`config.mk`:
```
export PLATFORM = sky130hd
export DESIGN_NAME = mem_arbiter
export DESIGN_NICKNAME = d
export VERILOG_FILES = /design/src/rtl/mem_arbiter_pkg.sv /design/src/rtl/mem_arbiter_watchdog.sv /design/src/rtl/mem_arbiter.sv
export SDC_FILE = /design/constraint.sdc
export NUM_CORES = 1
export LEC_CHECK = 0
export ABC_CLOCK_PERIOD_IN_PS = 4500
export CORE_ASPECT_RATIO = 1.4
export CORE_UTILIZATION = 42
export CTS_CLUSTER_DIAMETER = 150
export DETAILED_ROUTE_END_ITERATION = 16
export PLACE_DENSITY_LB_ADDON = 0.25
export SETUP_SLACK_MARGIN = 0.02
export SYNTH_ARGS = -nofsm -noshare
export SYNTH_HDL_FRONTEND = slang
export SYNTH_SLANG_ARGS = --single-unit
```
`constraint.sdc`:
```
create_clock -name clk -period 4.5 [get_ports clk]
set_clock_uncertainty 0.1 [all_clocks]
set_input_delay 0.9 -clock clk [delete_from_list [all_inputs] [get_ports clk]]
set_output_delay 0.9 -clock clk [all_outputs]
set_load 0.03 [all_outputs]
```
`src/rtl/mem_arbiter_pkg.sv`:
```
// Shared encodings for the instruction/data memory arbiter.
package mem_arbiter_pkg;

  typedef enum logic [1:0] {
    ARB_IDLE    = 2'd0,
    ARB_IF_BUSY = 2'd1,
    ARB_D_BUSY  = 2'd2
  } arb_state_e;

  localparam logic GRANT_IF = 1'b0;
  localparam logic GRANT_D  = 1'b1;

endpackage

```
`src/rtl/mem_arbiter_watchdog.sv`:
```
// BUSY-cycle watchdog for the arbiter, instantiated only when ARB_TIMEOUT_EN is defined.
module arb_watchdog #(
  parameter int unsigned TIMEOUT = 16
) (
  input  logic clk,
  input  logic rst,
  input  logic start,
  input  logic busy,
  input  logic mem_ack,
  output logic expire
);

  localparam int unsigned CW = (TIMEOUT > 1) ? $clog2(TIMEOUT) : 1;

  logic [CW-1:0] count_q;

  always_ff @(posedge clk) begin
    if (rst || start) begin
      count_q <= '0;
    end else if (busy && !mem_ack && !expire) begin
      count_q <= count_q + 1'b1;
    end
  end

  // A coincident mem_ack always takes priority over expiry.
  assign expire = busy && !mem_ack && (count_q == CW'(TIMEOUT - 1));

endmodule

```
`src/rtl/mem_arbiter.sv`:
```
// Round-robin arbiter sharing one memory bus between fetch (IF) and load/store (D).
// Define ARB_TIMEOUT_EN to add a BUSY watchdog that aborts with bus_err.
module mem_arbiter
  import mem_arbiter_pkg::*;
#(
  parameter int unsigned ADDR_WIDTH = 32,
  parameter int unsigned DATA_WIDTH = 32,
  parameter int unsigned TIMEOUT    = 16
) (
  input  logic                  clk,
  input  logic                  rst,
  input  logic                  if_req,
  input  logic [ADDR_WIDTH-1:0] if_addr,
  output logic [DATA_WIDTH-1:0] if_rdata,
  output logic                  if_ack,
  input  logic                  d_req,
  input  logic                  d_we,
  input  logic [ADDR_WIDTH-1:0] d_addr,
  input  logic [DATA_WIDTH-1:0] d_wdata,
  output logic [DATA_WIDTH-1:0] d_rdata,
  output logic                  d_ack,
  output logic                  mem_cs,
  output logic                  mem_we,
  output logic [ADDR_WIDTH-1:0] mem_addr,
  output logic [DATA_WIDTH-1:0] mem_wdata,
  input  logic [DATA_WIDTH-1:0] mem_rdata,
  input  logic                  mem_ack,
  output logic                  bus_err,
  output logic                  cpu_stall
);

  arb_state_e            state_q, state_d;
  logic                  last_grant_q, last_grant_d;
  logic                  mem_cs_d, mem_we_d, if_ack_d, d_ack_d, bus_err_d;
  logic [ADDR_WIDTH-1:0] mem_addr_d;
  logic [DATA_WIDTH-1:0] mem_wdata_d, if_rdata_d, d_rdata_d, done_rdata;
  logic                  if_pend, d_pend, grant_if, grant_d, done, abort;

  // A requester being acked this cycle still shows its old req level.
  assign if_pend  = if_req & ~if_ack;
  assign d_pend   = d_req & ~d_ack;
  assign grant_d  = (state_q == ARB_IDLE) && d_pend && (!if_pend || last_grant_q == GRANT_IF);
  assign grant_if = (state_q == ARB_IDLE) && if_pend && !grant_d;

`ifdef ARB_TIMEOUT_EN
  logic expire;

  arb_watchdog #(
    .TIMEOUT (TIMEOUT)
  ) u_watchdog (
    .clk     (clk),
    .rst     (rst),
    .start   (grant_if | grant_d),
    .busy    (state_q != ARB_IDLE),
    .mem_ack (mem_ack),
    .expire  (expire)
  );

  assign done  = mem_ack | expire;
  assign abort = expire;
`else
  assign done  = mem_ack;
  assign abort = 1'b0;
`endif

  assign done_rdata = abort ? '0 : mem_rdata;
  assign cpu_stall  = (if_req & ~if_ack) | (d_req & ~d_ack);

  always_ff @(posedge clk) begin
    if (rst) begin
      state_q      <= ARB_IDLE;
      last_grant_q <= GRANT_IF;
      mem_cs       <= 1'b0;
      mem_we       <= 1'b0;
      mem_addr     <= '0;
      mem_wdata    <= '0;
      if_rdata     <= '0;
      d_rdata      <= '0;
      if_ack       <= 1'b0;
      d_ack        <= 1'b0;
      bus_err      <= 1'b0;
    end else begin
      state_q      <= state_d;
      last_grant_q <= last_grant_d;
      mem_cs       <= mem_cs_d;
      mem_we       <= mem_we_d;
      mem_addr     <= mem_addr_d;
      mem_wdata    <= mem_wdata_d;
      if_rdata     <= if_rdata_d;
      d_rdata      <= d_rdata_d;
      if_ack       <= if_ack_d;
      d_ack        <= d_ack_d;
      bus_err      <= bus_err_d;
    end
  end

  always_comb begin
    state_d      = state_q;
    last_grant_d = last_grant_q;
    unique case (state_q)
      ARB_IDLE: begin
        if (grant_d) begin
          state_d      = ARB_D_BUSY;
          last_grant_d = GRANT_D;
        end else if (grant_if) begin
          state_d      = ARB_IF_BUSY;
          last_grant_d = GRANT_IF;
        end
      end
      ARB_IF_BUSY, ARB_D_BUSY: begin
        if (done) state_d = ARB_IDLE;
      end
      default: state_d = ARB_IDLE;
    endcase
  end

  always_comb begin
    mem_cs_d    = mem_cs;
    mem_we_d    = mem_we;
    mem_addr_d  = mem_addr;
    mem_wdata_d = mem_wdata;
    if_rdata_d  = if_rdata;
    d_rdata_d   = d_rdata;
    if_ack_d    = 1'b0;
    d_ack_d     = 1'b0;
    bus_err_d   = 1'b0;
    unique case (state_q)
      ARB_IDLE: begin
        if (grant_d) begin
          mem_cs_d    = 1'b1;
          mem_we_d    = d_we;
          mem_addr_d  = d_addr;
          mem_wdata_d = d_wdata;
        end else if (grant_if) begin
          mem_cs_d    = 1'b1;
          mem_we_d    = 1'b0;
          mem_addr_d  = if_addr;
          mem_wdata_d = '0;
        end
      end
      ARB_IF_BUSY: begin
        if (done) begin
          mem_cs_d   = 1'b0;
          mem_we_d   = 1'b0;
          if_rdata_d = done_rdata;
          if_ack_d   = 1'b1;
          bus_err_d  = abort;
        end
      end
      ARB_D_BUSY: begin
        if (done) begin
          mem_cs_d  = 1'b0;
          mem_we_d  = 1'b0;
          d_ack_d   = 1'b1;
          bus_err_d = abort;
          // Stores keep the last load data unless the access was aborted.
          if (!mem_we || abort) d_rdata_d = done_rdata;
        end
      end
      default: ;
    endcase
  end

endmodule
```
# --- Word level (Yosys, flattened, before mapping) ---
# Index checks and enable logic that the tools add are counted.
word_totals:
  regBits: 135
  output_inout_bits: 134
  elab_cells: 58
op_classes:
  n_eq_ne: 4
  mux: 17
  n_bitwise: 9
  reduce_logical: 18
op_table:
  columns: ["cell", "count"]
  rows:
  - ["two-way mux 32 bit", 4]
  - ["two-way mux 1 bit", 7]
  - ["two-way mux 2 bit", 3]
  - ["inverter 1 bit", 6]
  - ["AND reduction 2 bit", 3]
  - ["AND reduction 3 bit", 2]
  - ["OR reduction 2 bit", 3]
  - ["logical AND 1 bit", 4]
  - ["one-hot mux 1 bit (2 select lines)", 2]
  - ["one-hot mux 2 bit (2 select lines)", 1]
  - ["nonzero test 2 bit", 2]
  - ["inequality test 3 bit (second input constant)", 1]
  - ["AND 1 bit", 2]
  - ["== test 2 x 1 -> 1 bit (second input constant)", 1]
  - ["== test 2 bit (second input constant)", 1]
  - ["zero test 1 bit", 2]
  - ["zero test 2 bit", 1]
  - ["inequality test 2 x 1 -> 1 bit (second input constant)", 1]
  - ["logical OR 1 bit", 1]
  - ["bitwise OR 1 bit", 1]

# --- Depth between registers and ports, before layout ---
depth:
  ltp_word: 10
  depth_mapped: 8
  depth_no_buf: 6

# --- Worst setup path after synthesis ---
# Ideal clock, no wire load.
synth_timing:
  kind: "input -> output"
  startpoint: "input port if_req"
  endpoint: "output port cpu_stall"
  t_arrival_ps: 1480
  setup_slack_ps: 2020
  path_stages: 3
  path_buffers: 0
  path_cell_list: "nor2b_1 -> nor2_1 -> inv_1"
synth_between:
  elab_chain_len: 2
synth_lines:
  columns: ["item", "line_no", "text"]
  rows:
  - ["from (decl)", "mem_arbiter.sv:12", "input logic if_req,"]
  - ["AND 1 bit", "mem_arbiter.sv:67", "assign cpu_stall = (if_req & ~if_ack) | (d_req & ~d_ack);"]
  - ["bitwise OR 1 bit", "mem_arbiter.sv:67", null]
  - ["to (decl)", "mem_arbiter.sv:29", "output logic cpu_stall"]
# No other way between the ends.

# --- Final worst setup path ---
# Ends and elaborated chain as after synthesis.

==> summary.txt <==
Outcome
  • Status: finished clean

Placed design
  • Final Wtd Congestion: 0.7817
  • DPL Wire Length: 10940 um
  • Port Buffers: 266

Power and ir drop
  • PwrDens: 515.0 nW/um^2
  • Switching pwr: 1485 uW
  • P_leak: 0.003031 uW
  • Reg power frac: 34.7%
  • Cell-internal power: 2774 uW
  • Comb power frac: 34.9%
  • Peak supply drop: 321.8 uV
  • Clock Power Share: 30.3%
  • Switching share of total power: 34.87%

Critical path
  • Worst R2R Start: state_q[0]$_SDFFE_PP0P_
  • Type of origin of the critical path: input pin
  • CP delay by family, top: buffers and inverters
  • Crit path depth: 5
  • Crit path buffers/inverters: 3
  • Flop2flop setup slack: 2.23 ns
  • Critical path peak fanout: 3
  • Critical Path AT: 2.60 ns
  • Kind of end point of the critical path: output port
  • Crit path kind: in -> out
  • Worst reg2reg path endpoint: mem_addr[17]$_SDFFE_PP0P_
  • Slowest cell delay on critical path: 0.68 ns
  • Worst R2R Path Depth: 7
  • Crit-path cells: clkdlybuf4s50_1, nor2b_1, nor2_1, inv_1, clkdlybuf4s50_1
  • Dominant cell type by count on the critical path: clkdlybuf4s50_1
  • Worst Path Required: 3.50 ns
  • CP max stage cell: clkdlybuf4s50_1

Timing
  • Slew headroom: 11.35%
  • Max-slew violations: 0
  • Fmax achieved: 0.2777 GHz
  • Hold Slack: 0.3531 ns
  • Tcrit/Tclk final: 80.02%
  • Slew of the pin with the lowest slew margin: 1.330 ns
  • RSZ-0062 raised after global routing: no
  • Tmin final: 3.601 ns
  • Setup_tns: 0 ns
  • Hold Vio Cnt, Final: 0
  • # setup viols final: 0

Floorplanning
  • Total core area: 11510 um^2
  • Rows: 46
  • Chip height: 131.5 um
  • Die Footprint: 12430 um^2
  • Die Width: 94.51 um
  • Initial Utilization: 43.72%
  • Boundary pin count: 268

Detailed routing
  • DR pass1 iterations: 5
  • Total detailed-routing wirelength: 15400 um
  • Mean routed wirelength per cell: 15.78 um
  • # DRC: 0
  • Routed Antenna Nets: 0
  • Vias: 4958
  • Post-DR vias/cell: 5.080
  • Initial DRC Count: 156

Final layout
  • Share of cells above drive strength 1: 5.288%
  • Layout Area Growth over Synthesis: 64.35%
  • Fillers: 872
  • Nets: 958
  • Antenna cell count: 0

GRT
  • Pin count of the biggest net entering global routing: 93
  • Initial antenna violation count: 0
  • Vias in the first global route: 4961
  • First-pass GRT wire length: 23690 um
  • GRT Total Usage: 24.66%
  • Global route overflow: 0

Clock network
  • Max clock buf depth: 2
  • Post-CTS sizing: 0
  • Clk sink count: 135
  • H-tree depth: 4
  • Reg clk slew, reported paths: 0.05 ns
  • CTS tree: built
  • Hold-fix buffers, CTS: 0
  • Clk_lat worst skew: 0.41 ns
  • Setup Buffers After CTS: 0
  • TritonCTS Buffers: 17
  • Root buffer cell: clkbuf_16

Min path
  • Min-Delay Path Class: reg -> reg
  • Hold EP: d_rdata[22]$_SDFFE_PP0P_
  • Critical hold path startpoint: d_rdata[22]$_SDFFE_PP0P_
  • Worst hold path cell count: 2

Yosys
  • YS warnings: 0
  • Post-synthesis sequential area ratio: 53.70%
  • Post-synthesis cell count: 577
  • Post-synthesis net count: 715
  • Syn Std Cell Area: 5032 um^2
  • Post-synthesis register bit count: 135
  • Synth cell types: 28
  • Syn Area/Cell: 8.722 um^2

Run
  • Maxcap violations: 0
-- worst max path at each step --
stage	startpoint	end	slack, ns
4_1_cts	if_req	cpu_stall	0.88
3_5_place_dp	if_req	cpu_stall	0.89
2_1_floorplan	if_req	cpu_stall	2.02
6_report	if_req	cpu_stall	0.90
5_1_grt	if_req	cpu_stall	0.81
3_3_place_gp	if_req	cpu_stall	0.87
-- sequential cells by signal, summed over array words and instances, names as in the netlist --
| name | flops |
|---|---|
| mem_wdata | 32 |
| mem_addr | 32 |
| d_rdata | 32 |
| mem_we | 1 |
| state_q | 2 |
| mem_cs | 1 |
| if_rdata | 32 |
| last_grant_q | 1 |
| d_ack | 1 |
| if_ack | 1 |
-- cells in the final DEF, fill, tap and decap left out, types with 2 or more instances in the layout --
cell type and n:
nand2b_1 3, a211oi_1 31, nor2b_1 3, o31ai_1 2, a22oi_1 32, clkinv_2 5
clkdlybuf4s50_1 265, clkinvlp_4 3, ha_1 4, inv_1 5, clkbuf_16 17, clkbuf_8 2
dfxtp_1 135, a21oi_1 66, clkinv_4 2, nor2_1 70, mux2i_1 33, buf_4 6
nand2_1 133
-- tightest hold or removal path: cells and delay by family (launching register included) --
kind / cells / cell delay, ns
AOI/OAI and AO/OA: 1 / 0.05
and+or+nand+nor: 1 / 0.05
DFF: 1 / 0.30
-- area by class of cell --
type                    instances  area, um^2  share of cell area, %
clock buffers                  19       452.9                  5.477
clock inverters                12       103.9                  1.256
repair buffers                271        2698                  32.62
inverters                       5       18.77                 0.2269
well taps                     144       180.2                  2.179
flip-flops and latches        135        2703                  32.68
multi-input cells             390        2115                  25.57
-- layer usage --
metal  GRT usage [%]  up-vias  routed length (um)
li1                -     2433                   -
met1           25.37     2283                5703
met2           42.67      212                7759
met4           11.03        0                 554
met3           10.24       30                1381
met5               0        -                   0
-- cell families after synthesis --
logic type | after synthesis | share of synthesized area [%]
AO/OA/AOI/OAI | 138 | 17.58
multiplexers | 33 | 6.564
flip-flops | 135 | 53.70
other | 1 | 0.07452
buffers and inverters | 52 | 4.625
AND/OR/NAND/NOR | 214 | 16.46
adder cells (fa/ha/maj) | 4 | 0.9946
-- metrics by stage --
stage                     cells  area (um^2)  setup slack, ns  power, uW  util (%)
final                       976         8270           0.8991       4259     71.85
after global placement      945         7714           0.8710       2951     67.01
after floorplan             577         5032            2.020       2398         -
after global routing        976         8270           0.8134       4461     71.85
after detailed placement    945         7714           0.8861       2992     67.01
after CTS                   976         8270           0.8805       4288     71.85
-- power groups by stage --
stage,Sequential (uW),Clock (uW),Combinational (uW)
global route,1500,1370,1590
finish,1480,1290,1490
detailed placement,1500,0,1490
global placement,1490,0,1460
floorplan,1840,0,557
CTS,1480,1310,1500
-- cells in the mapped netlist --
cell | count | area [um^2]
nand3_1 | 1 | 5.000
conb_1 | 1 | 3.750
inv_1 | 5 | 18.77
ha_1 | 4 | 50.05
a211oi_2 | 1 | 12.51
nor2b_1 | 3 | 18.77
and2_1 | 1 | 6.260
or2_2 | 1 | 6.260
a22oi_1 | 32 | 240.2
o31ai_1 | 2 | 15.01
nand2b_1 | 3 | 18.77
buf_1 | 5 | 18.77
a31oi_1 | 1 | 6.260
dfxtp_1 | 135 | 2703
nand2_1 | 133 | 499.2
a21oi_1 | 67 | 335.3
mux2i_1 | 33 | 330.3
a2111oi_0 | 1 | 8.760
buf_6 | 4 | 45.04
a31o_2 | 1 | 8.760
nand3b_1 | 1 | 7.510
o21ai_1 | 1 | 5.000
buf_4 | 1 | 7.510
buf_2 | 3 | 15.01
a211oi_1 | 31 | 232.7
a211oi_4 | 1 | 20.02
clkbuf_1 | 34 | 127.6
nor2_1 | 71 | 266.5
Power figures use the tool's default switching activity.
